[src/rtl/deser16_receiver.sv]
// deser16_receiver: 16-bit serial-to-parallel receiver with a valid/ready hold register.
// Optional even-parity trailer bit and parity_err output when DESER16_PARITY_EN is defined.
module deser16_receiver #(
   parameter int MSB_FIRST = 0,
   parameter int CNT_W     = 4
) (
   input  logic        clk,
   input  logic        rst,
   input  logic        sin_data,
   input  logic        sin_valid,
   input  logic        sin_first,
   output logic [15:0] pout,
   output logic        pout_valid,
   input  logic        pout_ready,
   input  logic        clr_ovr,
   output logic        overrun,
   output logic        frame_err,
`ifdef DESER16_PARITY_EN
   output logic        parity_err,
`endif
   output logic        busy
);

`ifdef DESER16_PARITY_EN
   typedef enum logic [1:0] {IDLE, RECV, PAR} state_t;
`else
   typedef enum logic [1:0] {IDLE, RECV} state_t;
`endif

   state_t             state_q, state_d;
   logic [CNT_W-1:0]   cnt_q;
   logic [CNT_W-1:0]   wr_idx;
   logic [CNT_W-1:0]   pos;
   logic [15:0]        asm_q;
   logic [15:0]        merged;
   logic [15:0]        dword;
   logic               take;
   logic               resync;
   logic               complete;
   logic               deliver;
   logic               load;
   logic               drop;

   always_ff @(posedge clk or negedge rst) begin
      if (!rst) state_q <= IDLE;
      else      state_q <= state_d;
   end

   always_comb begin
      state_d = state_q;
      case (state_q)
         IDLE: if (sin_valid && sin_first) state_d = RECV;
         RECV: if (sin_valid && !sin_first && cnt_q == '1)
`ifdef DESER16_PARITY_EN
                  state_d = PAR;
`else
                  state_d = IDLE;
`endif
`ifdef DESER16_PARITY_EN
         PAR:  if (sin_valid) state_d = sin_first ? RECV : IDLE;
`endif
         default: state_d = IDLE;
      endcase
   end

   // Any strobe carrying sin_first restarts the word at index 0 on a cleared assembly register.
   always_comb begin
      take     = 1'b0;
      resync   = 1'b0;
      complete = 1'b0;
      deliver  = 1'b0;
      busy     = (state_q != IDLE);
      case (state_q)
         IDLE: take = sin_valid && sin_first;
         RECV: begin
            take     = sin_valid;
            resync   = sin_valid && sin_first;
            complete = sin_valid && !sin_first && cnt_q == '1;
         end
`ifdef DESER16_PARITY_EN
         PAR: begin
            resync  = sin_valid && sin_first;
            take    = resync;
            deliver = sin_valid && !sin_first;
         end
`endif
         default: ;
      endcase
`ifndef DESER16_PARITY_EN
      deliver = complete;
`endif
   end

   always_comb begin
      wr_idx = (state_q == RECV && !sin_first) ? cnt_q : '0;
      pos    = (MSB_FIRST != 0) ? CNT_W'(15) - wr_idx : wr_idx;
      merged = sin_first ? '0 : asm_q;
      merged[pos] = sin_data;
`ifdef DESER16_PARITY_EN
      dword = asm_q;
`else
      dword = merged;
`endif
      load = deliver && (!pout_valid || pout_ready);
      drop = deliver && !load;
   end

   always_ff @(posedge clk or negedge rst) begin
      if (!rst) begin
         cnt_q <= '0;
         asm_q <= '0;
      end else begin
         if (take) begin
            cnt_q <= wr_idx + CNT_W'(1);
            asm_q <= merged;
         end
`ifdef DESER16_PARITY_EN
         if (complete) cnt_q <= '0;
         if (deliver)  asm_q <= '0;
`else
         if (complete) begin
            cnt_q <= '0;
            asm_q <= '0;
         end
`endif
      end
   end

   always_ff @(posedge clk or negedge rst) begin
      if (!rst) begin
         pout       <= '0;
         pout_valid <= 1'b0;
         overrun    <= 1'b0;
         frame_err  <= 1'b0;
      end else begin
         if (load) begin
            pout       <= dword;
            pout_valid <= 1'b1;
         end else if (pout_ready) begin
            pout_valid <= 1'b0;
         end
         overrun   <= drop | (overrun & ~clr_ovr);
         frame_err <= resync;
      end
   end

`ifdef DESER16_PARITY_EN
   always_ff @(posedge clk or negedge rst) begin
      if (!rst)      parity_err <= 1'b0;
      else if (load) parity_err <= (^asm_q) ^ sin_data;
   end
`endif

endmodule
[config.mk]
export PLATFORM = sky130hd
export DESIGN_NAME = deser16_receiver
export DESIGN_NICKNAME = d
export VERILOG_FILES = /design/src/rtl/deser16_receiver.sv
export SDC_FILE = /design/constraint.sdc
export NUM_CORES = 1
export LEC_CHECK = 0
export ABC_AREA = 1
export CORE_MARGIN = 2
export CORE_UTILIZATION = 53
export DETAILED_ROUTE_END_ITERATION = 8
export HOLD_SLACK_MARGIN = 0.03
export PLACE_DENSITY = 0.77
export SLEW_MARGIN = 20
export SYNTH_ARGS = -nofsm -noshare
export SYNTH_HDL_FRONTEND = slang
export SYNTH_SLANG_ARGS = --single-unit
[constraint.sdc]
create_clock -name clk -period 3.25 [get_ports clk]
set_input_delay 0.65 -clock clk [delete_from_list [all_inputs] [get_ports clk]]
set_output_delay 0.65 -clock clk [all_outputs]
set_load 0.01 [all_outputs]
# Yosys cells after proc, flatten, opt, wreduce, memory -nomap -nowiden
# Index checks and enable logic that the tools add are counted.
# W data, S select, Z words.
[totals] register_bits=41 input_bits=7
[classes] add_sub_neg=1 n_lt_le_gt_ge=2 eq_ne=4 n_mux=17 n_bitwise=3 reduce_logical=16
[ops] operator="$mux W16" n=3
[ops] operator="$bwmux W16" n=1
[ops] operator="$mux W4" n=3
[ops] operator="$logic_and A1 B1 Y1" n=7
[ops] operator="$reduce_bool A2 Y1" n=3
[ops] operator="$lt A4 B5 Y1 const B" n=1
[ops] operator="$mux W1" n=5
[ops] operator="$add A4 B1 Y4 const B" n=1
[ops] operator="$demux W1 S4" n=1
[ops] operator="$eq A4 B4 Y1 const B" n=1
[ops] operator="$ge A4 B1 Y1 const B" n=1
[ops] operator="$mux W2" n=2
[ops] operator="$ne A2 B2 Y1 const B" n=2
[ops] operator="$pmux W2 S2" n=1
[ops] operator="$logic_not A1 Y1" n=3
[ops] operator="$eq A2 B1 Y1 const B" n=1
[ops] operator="$logic_not A2 Y1" n=1
[ops] operator="$pmux W1 S2" n=1
[ops] operator="$reduce_and A2 Y1" n=1
[ops] operator="$and A1 B1 Y1" n=1
[ops] operator="$logic_or A1 B1 Y1" n=1
[ops] operator="$not A1 Y1" n=1
[ops] operator="$or A1 B1 Y1" n=1

# Logic depth before layout (Yosys ltp)
[depth] word_depth=10 mapped_depth=12 ltp_nobuf=10

# Worst setup path before layout
# OpenSTA, ideal clock, no wires.
[synth_timing] path_type="in2reg" start="input port sin_first" end="register asm_q[15]" t_arrival_ns=1.753 required_time_ns=3.134 setup_slack_ns=1.381 path_stages=11 path_buffers=2 cell_sequence="buf_6 inv_6 nand2_1 nor2_1 ha_1 buf_1 nand2_1 nand2_1 nand2_1 nand2_1 nand2_1"
[synth_between] elab_chain_len=10
[synth_rtl] element="start, declared" line="11" text="input logic sin_first,"
[synth_rtl] element="$logic_not A1 Y1" line="78, 95"
[synth_rtl] element="$logic_and A1 B1 Y1" line="95" text="wr_idx = (state_q == RECV && !sin_first) ? cnt_q : '0;"
[synth_rtl] element="$mux W4" line="95"
[synth_rtl] element="$lt A4 B5 Y1 (not written as such) or $ge A4 B1 Y1 (tied branches)" line="98" text="merged[pos] = sin_data;"
[synth_rtl] element="$logic_and A1 B1 Y1 (not written as such)" line="98"
[synth_rtl] element="$mux W1 (not written as such)" line="98"
[synth_rtl] element="$demux W1 S4" line="98"
[synth_rtl] element="$bwmux W16" line="98"
[synth_rtl] element="$mux W16" line="113" text="if (take) begin"
[synth_rtl] element="$mux W16" line="121" text="if (complete) begin"
[synth_rtl] element="end signal, assigned" line="115" text="asm_q <= merged;"
[synth_rtl] element="end, declared" line="34" text="logic [15:0] asm_q;"
# Parallel ways exist; a longest one is shown, timed or not. The select of a mux whose other input is x is not followed.
# A chain may end at the register's enable or synchronous reset.

# Worst setup path after layout
[layout_timing] start="input port sin_first" end="register pout[7]"
[layout_between] elab_chain_len=8
[layout_rtl] element="$logic_not A1 Y1" line="78, 95"
[layout_rtl] element="$logic_and A1 B1 Y1" line="95"
[layout_rtl] element="$mux W4" line="95"
[layout_rtl] element="$lt A4 B5 Y1 (not written as such) or $ge A4 B1 Y1 (tied branches)" line="98"
[layout_rtl] element="$logic_and A1 B1 Y1 (not written as such)" line="98"
[layout_rtl] element="$mux W1 (not written as such)" line="98"
[layout_rtl] element="$demux W1 S4" line="98"
[layout_rtl] element="$bwmux W16" line="98"
[layout_rtl] element="end signal, assigned" line="137" text="pout <= dword;"
[layout_rtl] element="end, declared" line="12" text="output logic [15:0] pout,"
# Parallel ways exist; a longest one is shown, timed or not.

==> results_dict.tcl <==
set metrics [dict create \
    clkTransAtPathRegs_ps 70 \
    antenna_violations_before_repair 0 \
    share_clk_of_total_power_pct 34.2 \
    reg2reg_setup_slack_ps 1510 \
    die_x_um 67.5 \
    min_period_over_period_pct 73.2 \
    status "finished, final reports clean" \
    final_cells 349 \
    cts_made_buffers 5 \
    number_of_detailed_route_iterations_in_the_first_pass 4 \
    clock.fmax_mhz 421 \
    post_cts_resized 0 \
    grt_first_pass_wirelength_um 7860 \
    grt.overflow.total 0 \
    syn2layout_area_growth_pct 15.0 \
    root_buffer "sky130_fd_sc_hd__clkbuf_8" \
    maxCapViolCount 0 \
    num_vias 1839 \
    timing.rr.end "pout[7]" \
    post_synth_most_frequent_cells "sky130_fd_sc_hd__nand2_1, sky130_fd_sc_hd__nand3_1, sky130_fd_sc_hd__dfrtp_1" \
    synth_top_area_cell "sky130_fd_sc_hd__dfrtp_1" \
    totalNegativeSetupSlack_ps 0 \
    postSynthCellCount 278 \
    crit_path_required_time_ps 3490 \
    dieHeight_um 67.5 \
    placed_cells 341 \
    htree_levels 2 \
    synth-async-reset-ratio_pct 100 \
    drtAntennaViolNets 0 \
    dpl.hpwl_um 3020 \
    swShare_pct 26.8 \
    powerDensity_nw_per_um2 403 \
    r2r.worst_path.cells 7 \
    io_port_bufs 26 \
    final.setup_skew_ps 3.82 \
    final_gp_congestion 0.825 \
    rsz0062_at_grt "no" \
    floorplan.io_pins 27 \
    path_class "primary input to flop" \
    finalSetupViolations 0 \
    cp_max_fo 16 \
    yosys_warnings 0 \
    synth_edf_count 0 \
    clockBufferDepth 2 \
    cts_tree "done" \
    postSynthRegisterBits 40 \
    grt_use_total_pct 23.4 \
    syn_area_per_cell_um2 7.70 \
    switching_power_summed_over_all_nets_w 0.000266 \
    die_area_um2 4560 \
    setup.worst_path.start_class "primary input" \
    num-nets-final 309 \
    final_period_minus_worst_setup_slack_ps 2380 \
    critPathArrivalTime_ps 2610 \
    synth_area_leaders "sky130_fd_sc_hd__dfrtp_1, sky130_fd_sc_hd__nand2_1, sky130_fd_sc_hd__nand3_1" \
    number_of_placement_rows 23 \
    synth.distinct_cells 28 \
    cts_post_setup_buffers_inserted 0 \
    via_count_of_the_first_global_routing_pass 1751 \
    drt-vias-per-instance 5.27 \
    power.combinational.fraction_pct 12.2 \
    floorplan.initialDensity_pct 54.3 \
    clock_sinks 40 \
    drtIter0Drc 82 \
    post_route_cells_drive_above_1_share_pct 6.02 \
    sequentialPowerShare_pct 53.7 \
    synth.top_cell.area_share_pct 46.8 \
    hold_buffers 0 \
    synth_nets 289 \
    hold_viol_final 0 \
    irDropWorstVdd_v 0.000255 \
    min_path_type "primary input to async pin" \
    clock_latency_ps 300 \
    worst_slew_margin_rel_pct 42.8 \
    worst_setup_path_end_kind "flop" \
    wl_um 4540 \
    core_area_um2 3940 \
    pin_count_of_the_biggest_net_entering_global_routing 41 \
    antennaDiodeCount 0 \
    netlist_area_um2 2140 \
    detail_route.drc_violations 0 \
    worst_r2r_startpoint "state_q[0]" \
    drv_slew 0 \
    worstMarginPinSlew_ps 858 \
    yosys.cell_count.top_type "sky130_fd_sc_hd__nand2_1" \
    leakage_nw 1.27 \
    ys_dominant_reg_cell "sky130_fd_sc_hd__dfrtp_1" \
    fraction_of_the_yosys_area_taken_by_sequential_cells_pct 46.8 \
    power_report.internal_total_w 0.000727 \
    fillCellCount 367 \
    routedWlPerCell_um 13.0 \
]
==> per-layer routing <==
metal	vias to the layer above	part of all wire, %	wire length [um]	global-route usage (%)
li1	929	-	-	-
met1	859	46	2100	29.6
met2	45	46	2100	39.2
met3	6	5.9	269	5.00
met4	0	1.5	68	8.42
met5	-	0	0	0
==> sequential cells by signal, summed over array words and instances (netlist names) <==
name and cells:
cnt_q 4, pout 16, pout_valid 1, asm_q 16
state_q 1, overrun 1, frame_err 1
==> kinds of logic after synthesis <==
logic type	synth area share [%]
buf+inv	7.84
xor+xnor	0.409
flops	46.8
compound gates	3.22
fa+ha+maj	2.34
simple gates	39.4
==> cells in the final DEF (no fill, tap or decap), drive strengths merged <==
cell           synthesis  final
xor2                   1      1
clkdlybuf4s50          0     25
clkinv                 1      1
o22ai                  2      2
a22oi                  1      1
o21a                   1      1
nor2                  13     13
dfrtp                 40     40
ha                     4      4
buf                   11      1
o21ai                  6      6
nand2                122    122
inv                   18     18
nand3                 48     48
nand4                  8      8
clkbuf                 2      8
==> critical path: stages <==
cell and delay [ps]:
sky130_fd_sc_hd__clkdlybuf4s50_1 610, sky130_fd_sc_hd__inv_6 240, sky130_fd_sc_hd__nand2_1 110, sky130_fd_sc_hd__nor2_1 190, sky130_fd_sc_hd__ha_1 390, sky130_fd_sc_hd__nand4_1 140, sky130_fd_sc_hd__nand2_1 100, sky130_fd_sc_hd__nand3_1 90
sky130_fd_sc_hd__nand2_1 80
==> power groups by stage <==
stage / sequential (W) / clock [W] / combinational [W]
after floorplan: 0.000535 / 0 / 0.0000903
after global placement: 0.000541 / 0 / 0.000119
after detailed placement: 0.000542 / 0 / 0.000120
after CTS: 0.000532 / 0.000347 / 0.000121
after global routing: 0.000535 / 0.000363 / 0.000137
final: 0.000532 / 0.000339 / 0.000121
==> worst max path at each step <==
stage,from,to
after floorplan,sin_first,asm_q[15]
after global placement,sin_first,pout[5]
after detailed placement,sin_first,pout[7]
after CTS,sin_first,pout[7]
after global routing,sin_first,asm_q[7]
final,sin_first,pout[7]
==> metrics by stage <==
step | total power [W] | utilization [%] | hold WS (ps) | setup WS [ps] | cell area [um2]
global placement | 0.000660 | 60.1 | 463 | 658 | 2370
global route | 0.00104 | 62.4 | 508 | 640 | 2460
finish | 0.000992 | 62.4 | 460 | 872 | 2460
CTS | 0.00100 | 62.4 | 484 | 881 | 2460
floorplan | 0.000625 | - | 354 | 1380 | 2140
detailed placement | 0.000662 | 60.1 | 465 | 586 | 2370
==> area by class of cell <==
cell class	count	area (um2)	share of cell area [%]
timing repair buffer	26	255	10.4
tap	50	62.6	2.54
multi-input combinational	206	971	39.5
clock buffer	8	90.1	3.66
inverter	19	80.1	3.26
sequential	40	1000	40.7
(Power assumes the default switching activity.)
